### src/rtl/hex_history_display.sv
// rtl/hex_history_display.sv - four-digit hex capture history on a multiplexed seven-segment display
module hex_history_display #(
  parameter int SCAN_DIVIDE = 4
) (
  input  logic       ClockIn,
  input  logic       Reset,
  input  logic       Capture,
  input  logic [3:0] CounterValue,
  input  logic       Freeze,
  output logic [6:0] Segments,
  output logic [3:0] DigitSel,
  output logic [3:0] HistoryValid,
  output logic       WrapPulse
);

  localparam logic [15:0] PRESCALE_LAST = 16'(SCAN_DIVIDE - 1);

  logic [3:0]  digit [4];
  logic [15:0] prescaler;
  logic [1:0]  scan_index;
  logic [3:0]  current_digit;
  logic        capture_accepted;

  assign capture_accepted = Capture && !Freeze;

  // Scan timing: the prescaler paces the digit index independently of captures
  always_ff @(posedge ClockIn) begin
    if (Reset) begin
      prescaler  <= 16'd0;
      scan_index <= 2'd0;
    end else if (prescaler == PRESCALE_LAST) begin
      prescaler  <= 16'd0;
      scan_index <= scan_index + 2'd1;
    end else begin
      prescaler <= prescaler + 16'd1;
    end
  end

  // History shift register; wrap is judged against the pre-capture newest digit
  always_ff @(posedge ClockIn) begin
    if (Reset) begin
      digit[0]     <= 4'h0;
      digit[1]     <= 4'h0;
      digit[2]     <= 4'h0;
      digit[3]     <= 4'h0;
      HistoryValid <= 4'b0000;
      WrapPulse    <= 1'b0;
    end else begin
      WrapPulse <= 1'b0;
      if (capture_accepted) begin
        digit[3]     <= digit[2];
        digit[2]     <= digit[1];
        digit[1]     <= digit[0];
        digit[0]     <= CounterValue;
        HistoryValid <= {HistoryValid[2:0], 1'b1};
        WrapPulse    <= (CounterValue == 4'h0) && (digit[0] == 4'hF) && HistoryValid[0];
      end
    end
  end

  // Display decode: digit enable and glyph follow registered state with no extra stage
  always_comb begin
    current_digit = digit[scan_index];
    DigitSel      = ~(4'b0001 << scan_index);
    Segments      = 7'h7F;
    if (HistoryValid[scan_index]) begin
      case (current_digit)
        4'h0:    Segments = 7'h40;
        4'h1:    Segments = 7'h79;
        4'h2:    Segments = 7'h24;
        4'h3:    Segments = 7'h30;
        4'h4:    Segments = 7'h19;
        4'h5:    Segments = 7'h12;
        4'h6:    Segments = 7'h02;
        4'h7:    Segments = 7'h78;
        4'h8:    Segments = 7'h00;
        4'h9:    Segments = 7'h10;
        4'hA:    Segments = 7'h08;
        4'hB:    Segments = 7'h03;
        4'hC:    Segments = 7'h46;
        4'hD:    Segments = 7'h21;
        4'hE:    Segments = 7'h06;
        default: Segments = 7'h0E;
      endcase
    end
  end

endmodule

### config.mk
export PLATFORM = sky130hd
export DESIGN_NAME = hex_history_display
export DESIGN_NICKNAME = d
export VERILOG_FILES = /design/src/rtl/hex_history_display.sv
export SDC_FILE = /design/constraint.sdc
export NUM_CORES = 1
export LEC_CHECK = 0
export ABC_CLOCK_PERIOD_IN_PS = 4300
export BUFFER_PORTS_ARGS = -buffer_cell sky130_fd_sc_hd__buf_2
export CORE_MARGIN = 1.5
export CORE_UTILIZATION = 45
export DETAILED_ROUTE_END_ITERATION = 7
export PLACE_DENSITY = 0.68
export SLEW_MARGIN = 10
export SYNTH_ARGS = -nofsm -noshare
export SYNTH_HDL_FRONTEND = slang
export SYNTH_SLANG_ARGS = --single-unit
### constraint.sdc
create_clock -name ClockIn -period 4.3 [get_ports ClockIn]
set_clock_uncertainty 0.05 [all_clocks]
set_input_delay 0.215 -clock ClockIn [delete_from_list [all_inputs] [get_ports ClockIn]]
set_output_delay 0.215 -clock ClockIn [all_outputs]
set_load 0.02 [all_outputs]
==> results.py, run 1 <==
metrics = {
    "setup_path": {
        "cpLargestDelayFamily": "multiplexers",
        "cp_slowest_cell": "mux4_1",
        "critPathLaunchType": "flip-flop",
        "rrSetupSlack_ns": 2.41,
        "critPathCaptureType": "output pin",
        "ff2ff_path_depth": 5,
        "timing.rr.start": "prescaler[0]",
        "worstSetupPathType": "reg2out",
        "critPathRequiredTime_ns": 4.03,
        "worst-path-buf-inv": 2,
        "worstPathCellList": "mux4_1 > inv_1 > ha_1 > mux2i_1 > o221ai_1 > buf_2",
        "cp-endpoint": "Segments[4]",
        "cp_num_cells": 6,
        "r2r-end": "prescaler[10]",
        "path_max_fanout": 6,
        "critPathArrivalTime_ns": 2.37,
        "max_stage_delay_ns": 0.70,
    },
    "routing": {
        "wl_mm": 3.43,
        "firstDrtPassIters": 4,
        "dr_total_vias": 1369,
        "vias_per_cell": 5.09,
        "wl_per_cell_um": 12.7,
        "drc": 0,
        "antenna_left": 0,
        "drt_iter0_drc": 65,
    },
    "yosys": {
        "synthCells": 191,
        "yosysMostFrequentCell": "nor2_1",
        "yosys_warnings": 0,
        "synth_seq_cells": 41,
        "syn_avg_cell_area_sq_um": 10.6,
        "syn-num-nets": 210,
        "synth_area_leaders": "dfxtp_1, edfxtp_1, ha_1",
        "netlist_area_sq_mm": 0.00202,
        "netlist.area_leader.share_pct": 24.8,
        "synth_common_cells": "nor2_1, dfxtp_1, and2_1, edfxtp_1, inv_1",
        "synth-edff-count": 16,
        "ys_seq_area_share_pct": 48.5,
        "synthFlopType": "dfxtp_1",
        "yosysTopAreaCell": "dfxtp_1",
        "async_reset_ff_share_pct": 0,
        "ys_types": 35,
    },
    "global_routing": {
        "grtUsageTotal_pct": 15.4,
        "globalRouteOverflowTotal": 0,
        "grt_pass1_vias": 1275,
        "grt_pass1_wl_mm": 5.93,
        "grt_start_max_net_pins": 20,
        "antenna_found_initial": 0,
    },
    "final_layout": {
        "diodes": 0,
        "stdcell_count": 269,
        "nNetsFinal": 235,
        "area_growth_pct": 12.7,
        "drive_above_1_share_pct": 16.1,
        "fillers": 392,
    },
    "sta": {
        "grt_setup_unrepaired": "false",
        "fmax_ghz": 0.379,
        "tns_ns": 0,
        "tightest_slew_ns": 1.04,
        "period_needed_ns": 2.64,
        "slew_headroom_pct": 30.6,
        "hold_viol": 0,
        "setup_viol": 0,
        "final_max_slew_viol_count": 0,
        "period_share_pct": 61.3,
    },
    "clock_tree": {
        "clock_latency_ns": 0.29,
        "h-tree-depth": 2,
        "cts_buffers": 5,
        "clk_pin_slew_ns": 0.08,
        "cts.sinks": 41,
        "postCtsHoldBufs": 0,
        "post_cts_buffers": 0,
        "cts_tree": "built",
        "cts_resized": 0,
        "cts_buffer_depth": 2,
        "cts_root_buffer": "clkbuf_8",
    },
    "die": {
        "io_pins": 24,
        "start_util_pct": 46.8,
        "core_sq_mm": 0.00432,
        "die_h_um": 70.0,
        "dieWidth_um": 70.0,
        "fp-row-count": 24,
        "die_area_sq_mm": 0.00490,
    },
    "status": {
        "outcome": "completed",
    },
    "placement": {
        "dp.final_hpwl_mm": 2.38,
        "portBuffers": 23,
        "place_inst": 261,
        "gp_congestion": 0.867,
    },
    "power": {
        "p_switching_uw": 204,
        "p_clk_share_pct": 35.9,
        "internal_power_uw": 634,
        "p_per_area_mw_per_mm2": 368,
        "seqPwrFrac_pct": 51.6,
        "irDropWorstVdd_uv": 165,
        "combinationalPowerShare_pct": 12.6,
        "p_sw_share_pct": 24.3,
        "p_leak_nw": 0.868,
    },
    "flow_run": {
        "cap_violations": 0,
    },
    "hold_path": {
        "hold_class": "in2reg",
        "hp-start": "Reset",
    },
}
cells by family after synthesis:
group	Yosys count	synth area share (%)
multiplexers	8	7.30
XOR/XNOR	15	6.50
buffers and inverters	21	4.39
adder cells (fa/ha/maj)	11	6.81
AO/OA/AOI/OAI	15	5.45
flip-flops	41	48.5
AND/OR/NAND/NOR	80	21.0
layout by cell type, fill, tap and decap left out, types with 2 or more instances in the layout:
cell       n
nor3_1     5
dfxtp_1   25
a211oi_1   2
nand3_1    5
nor4_1     6
clkbuf_8   5
and2_1    16
a21oi_1    2
o221ai_1   4
o21ai_1    2
nand2b_1   3
inv_1     16
mux2i_1    2
ha_1      11
edfxtp_1  16
nor2b_1    3
nand4_1    4
nor4b_1    2
a22o_1     3
nand2_1    5
nor2_1    26
buf_2     23
mux4_2     4
xnor2_1   14
worst min-delay path by stage:
stage	to	slack, ns	depth (start not counted)
2_1_floorplan	HistoryValid[0]	0.24	1
3_3_place_gp	prescaler[0]	0.40	1
3_5_place_dp	prescaler[0]	0.40	1
4_1_cts	HistoryValid[0]	0.10	2
5_1_grt	HistoryValid[0]	0.11	2
6_report	scan_index[0]	0.11	2
registers in the layout, indices dropped and copies added, names as in the netlist, named ones only:
register,cells
digit,16
HistoryValid,4
prescaler,16
scan_index,2
WrapPulse,1
layer usage:
metal | part of all wire, % | global-route usage, % | routed length (um) | vias to the layer above
met5 | 0 | 0 | 0 | -
met4 | 1.8 | 6.41 | 61 | 0
met3 | 4.3 | 4.91 | 148 | 6
met2 | 41 | 21.0 | 1400 | 25
met1 | 53 | 22.4 | 1820 | 623
li1 | - | - | - | 715
area by class of cell:
class,count,area [sq um],area share [%]
timing repair buffer,23,115,5.05
clock inverter,2,33.8,1.48
sequential,41,981,43.0
clock buffer,6,72.6,3.18
inverter,16,60.1,2.63
multi-input combinational,129,952,41.8
tap,52,65.1,2.85
metrics by stage:
step | setup slack [ns] | instance area, sq um | total power, mW | util [%] | hold slack [ns]
3_5_place_dp | 1.99 | 2170 | 0.547 | 50.3 | 0.403
6_report | 1.66 | 2280 | 0.838 | 52.7 | 0.109
3_3_place_gp | 2.03 | 2170 | 0.546 | 50.3 | 0.398
5_1_grt | 1.42 | 2280 | 0.877 | 52.7 | 0.106
4_1_cts | 1.66 | 2280 | 0.847 | 52.7 | 0.102
2_1_floorplan | 2.10 | 2020 | 0.520 | - | 0.237
power groups by stage:
stage | Clock, mW | Sequential (mW) | Combinational, mW
6_report | 0.300 | 0.432 | 0.105
5_1_grt | 0.325 | 0.435 | 0.117
3_5_place_dp | 0 | 0.441 | 0.105
3_3_place_gp | 0 | 0.441 | 0.105
4_1_cts | 0.309 | 0.432 | 0.106
2_1_floorplan | 0 | 0.438 | 0.0825
Note: power is estimated with default switching activity, not from simulation.
==> run 2, diff against run 1 <==
--- a/config.mk
+++ b/config.mk
@@ -5,7 +5,7 @@
 export SDC_FILE = /design/constraint.sdc
 export NUM_CORES = 1
 export LEC_CHECK = 0
-export ABC_CLOCK_PERIOD_IN_PS = 4300
+export ABC_CLOCK_PERIOD_IN_PS = 2700
 export BUFFER_PORTS_ARGS = -buffer_cell sky130_fd_sc_hd__buf_2
 export CORE_MARGIN = 1.5
 export CORE_UTILIZATION = 45
==> constraint.sdc (replaced) <==
create_clock -name ClockIn -period 2.7 [get_ports ClockIn]
set_clock_uncertainty 0.05 [all_clocks]
set_input_delay 0.135 -clock ClockIn [delete_from_list [all_inputs] [get_ports ClockIn]]
set_output_delay 0.135 -clock ClockIn [all_outputs]
set_load 0.02 [all_outputs]
==> run 2 against run 1 <==
- global-route usage up 0.12 points
- routed wire length grew 1.5%
- count of clock-buffer cells in the layout fell by 1
- clock power is 96% higher
- critical path depth increased by 1
- sequential cell count unchanged
- utilization is 0.72 points higher
- critical endpoint is now Segments[3]
==> results.py, run 2 (synthesis gave the netlist of run 1 again) <==
metrics = {
    "status": {
        "outcome": "completed",
    },
    "placement": {
        "dp.final_hpwl_mm": 2.42,
        "portBuffers": 23,
        "gp_congestion": 0.865,
        "place_inst": 262,
    },
    "setup_path": {
        "r2r-end": "prescaler[10]",
        "critPathLaunchType": "flip-flop",
        "cp_slowest_cell": "mux4_2",
        "worst-path-buf-inv": 2,
        "critPathCaptureType": "output pin",
        "critPathRequiredTime_ns": 2.52,
        "rrSetupSlack_ns": 0.80,
        "ff2ff_path_depth": 5,
        "timing.rr.start": "prescaler[0]",
        "worstSetupPathType": "reg2out",
        "worstPathCellList": "mux4_2 > inv_1 > ha_1 > nor2_1 > a211oi_1 > o21ai_1 > buf_2",
        "critPathArrivalTime_ns": 2.25,
        "max_stage_delay_ns": 0.61,
        "cpLargestDelayFamily": "multiplexers",
        "path_max_fanout": 5,
    },
    "final_layout": {
        "multiInputGateArea_sq_um": 948,
        "diodes": 0,
        "final_common_cell": "nor2_1",
        "reg.largest.list": "digit x16, prescaler x16, HistoryValid x4",
        "nNetsFinal": 236,
        "fillers": 393,
        "layout_common_cells": "nor2_1, dfxtp_1, buf_2",
        "drive_above_1_share_pct": 17.9,
        "stdcell_count": 270,
        "seqCellArea_sq_um": 981,
        "area_growth_pct": 14.3,
    },
    "clock_tree": {
        "h-tree-depth": 2,
        "cts_root_buffer": "clkbuf_8",
        "cts.sinks": 41,
        "clk_pin_slew_ns": 0.08,
        "cts_tree": "built",
        "cts_buffer_depth": 2,
        "clock_latency_ns": 0.30,
        "cts_buffers": 5,
    },
    "die": {
        "dieWidth_um": 70.0,
        "core_sq_mm": 0.00432,
        "io_pins": 24,
        "fp-row-count": 24,
        "start_util_pct": 46.8,
        "die_h_um": 70.0,
        "die_area_sq_mm": 0.00490,
    },
    "global_routing": {
        "use_met1_pct": 23.1,
        "grt_start_max_net_pins": 20,
        "grtUsageTotal_pct": 15.5,
        "grt_pass1_vias": 1258,
        "grt.met2_usage_pct": 20.8,
        "grt_pass1_wl_mm": 5.95,
        "met3_usage_pct": 4.47,
        "antenna_found_initial": 0,
        "busiest_layer": "met1",
        "globalRouteOverflowTotal": 0,
    },
    "routing": {
        "wl_per_cell_um": 12.9,
        "wl_mm": 3.48,
        "dr_total_vias": 1371,
        "firstDrtPassIters": 4,
        "vias_per_cell": 5.08,
        "drt_iter0_drc": 83,
        "drc": 0,
        "antenna_left": 0,
    },
    "hold_path": {
        "hold_class": "in2reg",
        "hp-start": "Reset",
        "hold_depth": 2,
        "worstHoldEndpoint": "HistoryValid[0]",
    },
    "power": {
        "irDropWorstVdd_uv": 306,
        "p_leak_nw": 0.884,
        "p_per_area_mw_per_mm2": 626,
    },
    "sta": {
        "period_share_pct": 90.1,
        "grt_setup_unrepaired": "false",
        "final_max_slew_viol_count": 0,
        "hold_viol": 0,
        "period_needed_ns": 2.43,
        "setup_viol": 0,
        "fmax_ghz": 0.411,
        "tns_ns": 0,
        "tightest_slew_ns": 0.599,
        "slew_headroom_pct": 60.0,
    },
    "flow_run": {
        "cap_violations": 0,
    },
}
run 2: cell count changes in the layout (fill, tap and decap cells not counted), sizes merged:
| cell | change |
|---|---|
| bufinv | +1 |
| buf | +1 |
| clkbuf | -1 |
run 2: timing repair:
action / in CTS / in global routing
hold buffers: 0 / 0
setup buffers: 0 / 0
endpoints found under the setup margin: 0 / 2
resized for setup: 0 / 1
endpoints found under the hold margin: 0 / 0
run 2: worst reg2reg max path: stages, from the launching register on:
cell and delay [ns]:
dfxtp_1 0.38, ha_1 0.22, nor4b_1 0.27, nand4_1 0.25, nand2b_1 0.49, nor2_1 0.11
run 2: cell type report:
cell class                      count  area share [%]
Multi-Input combinational cell    129            41.0
Clock inverter                      3            2.82
Tap cell                           52            2.82
Timing Repair Buffer               24            5.31
Inverter                           16            2.60
Sequential cell                    41            42.4
Clock buffer                        5            2.98
run 2: how the worst max path moves through the flow:
stage	slack, ns	cells after the start	to	start
2_1_floorplan	0.58	6	Segments[3]	flip-flop
3_3_place_gp	0.51	6	Segments[6]	flip-flop
3_5_place_dp	0.50	7	Segments[3]	flip-flop
4_1_cts	0.17	7	Segments[3]	flip-flop
5_1_grt	0.1	6	Segments[0]	flip-flop
6_report	0.27	7	Segments[3]	flip-flop
run 2: power by group:
| part | internal, mW | switching, mW | total, mW |
|---|---|---|---|
| registers | 0.668 | 0.0207 | 0.689 |
| clock network | 0.367 | 0.221 | 0.589 |
| logic | 0.0700 | 0.0987 | 0.169 |
run 2: per-stage QoR:
step | area [sq um] | hold slack (ns) | power, mW | setup slack, ns | utilization, %
2_1_floorplan | 2020 | 0.157 | 0.828 | 0.577 | -
3_3_place_gp | 2180 | 0.340 | 0.870 | 0.510 | 50.4
3_5_place_dp | 2180 | 0.342 | 0.872 | 0.501 | 50.4
4_1_cts | 2310 | 0.0223 | 1.46 | 0.173 | 53.5
5_1_grt | 2310 | 0.0375 | 1.50 | 0.0957 | 53.4
6_report | 2310 | 0.0279 | 1.45 | 0.266 | 53.4
run 2: per-layer routing:
| metal | up-vias | wire, um |
|---|---|---|
| met5 | - | 0 |
| met4 | 0 | 65 |
| met3 | 7 | 163 |
| met2 | 33 | 1360 |
| met1 | 615 | 1890 |
| li1 | 716 | - |
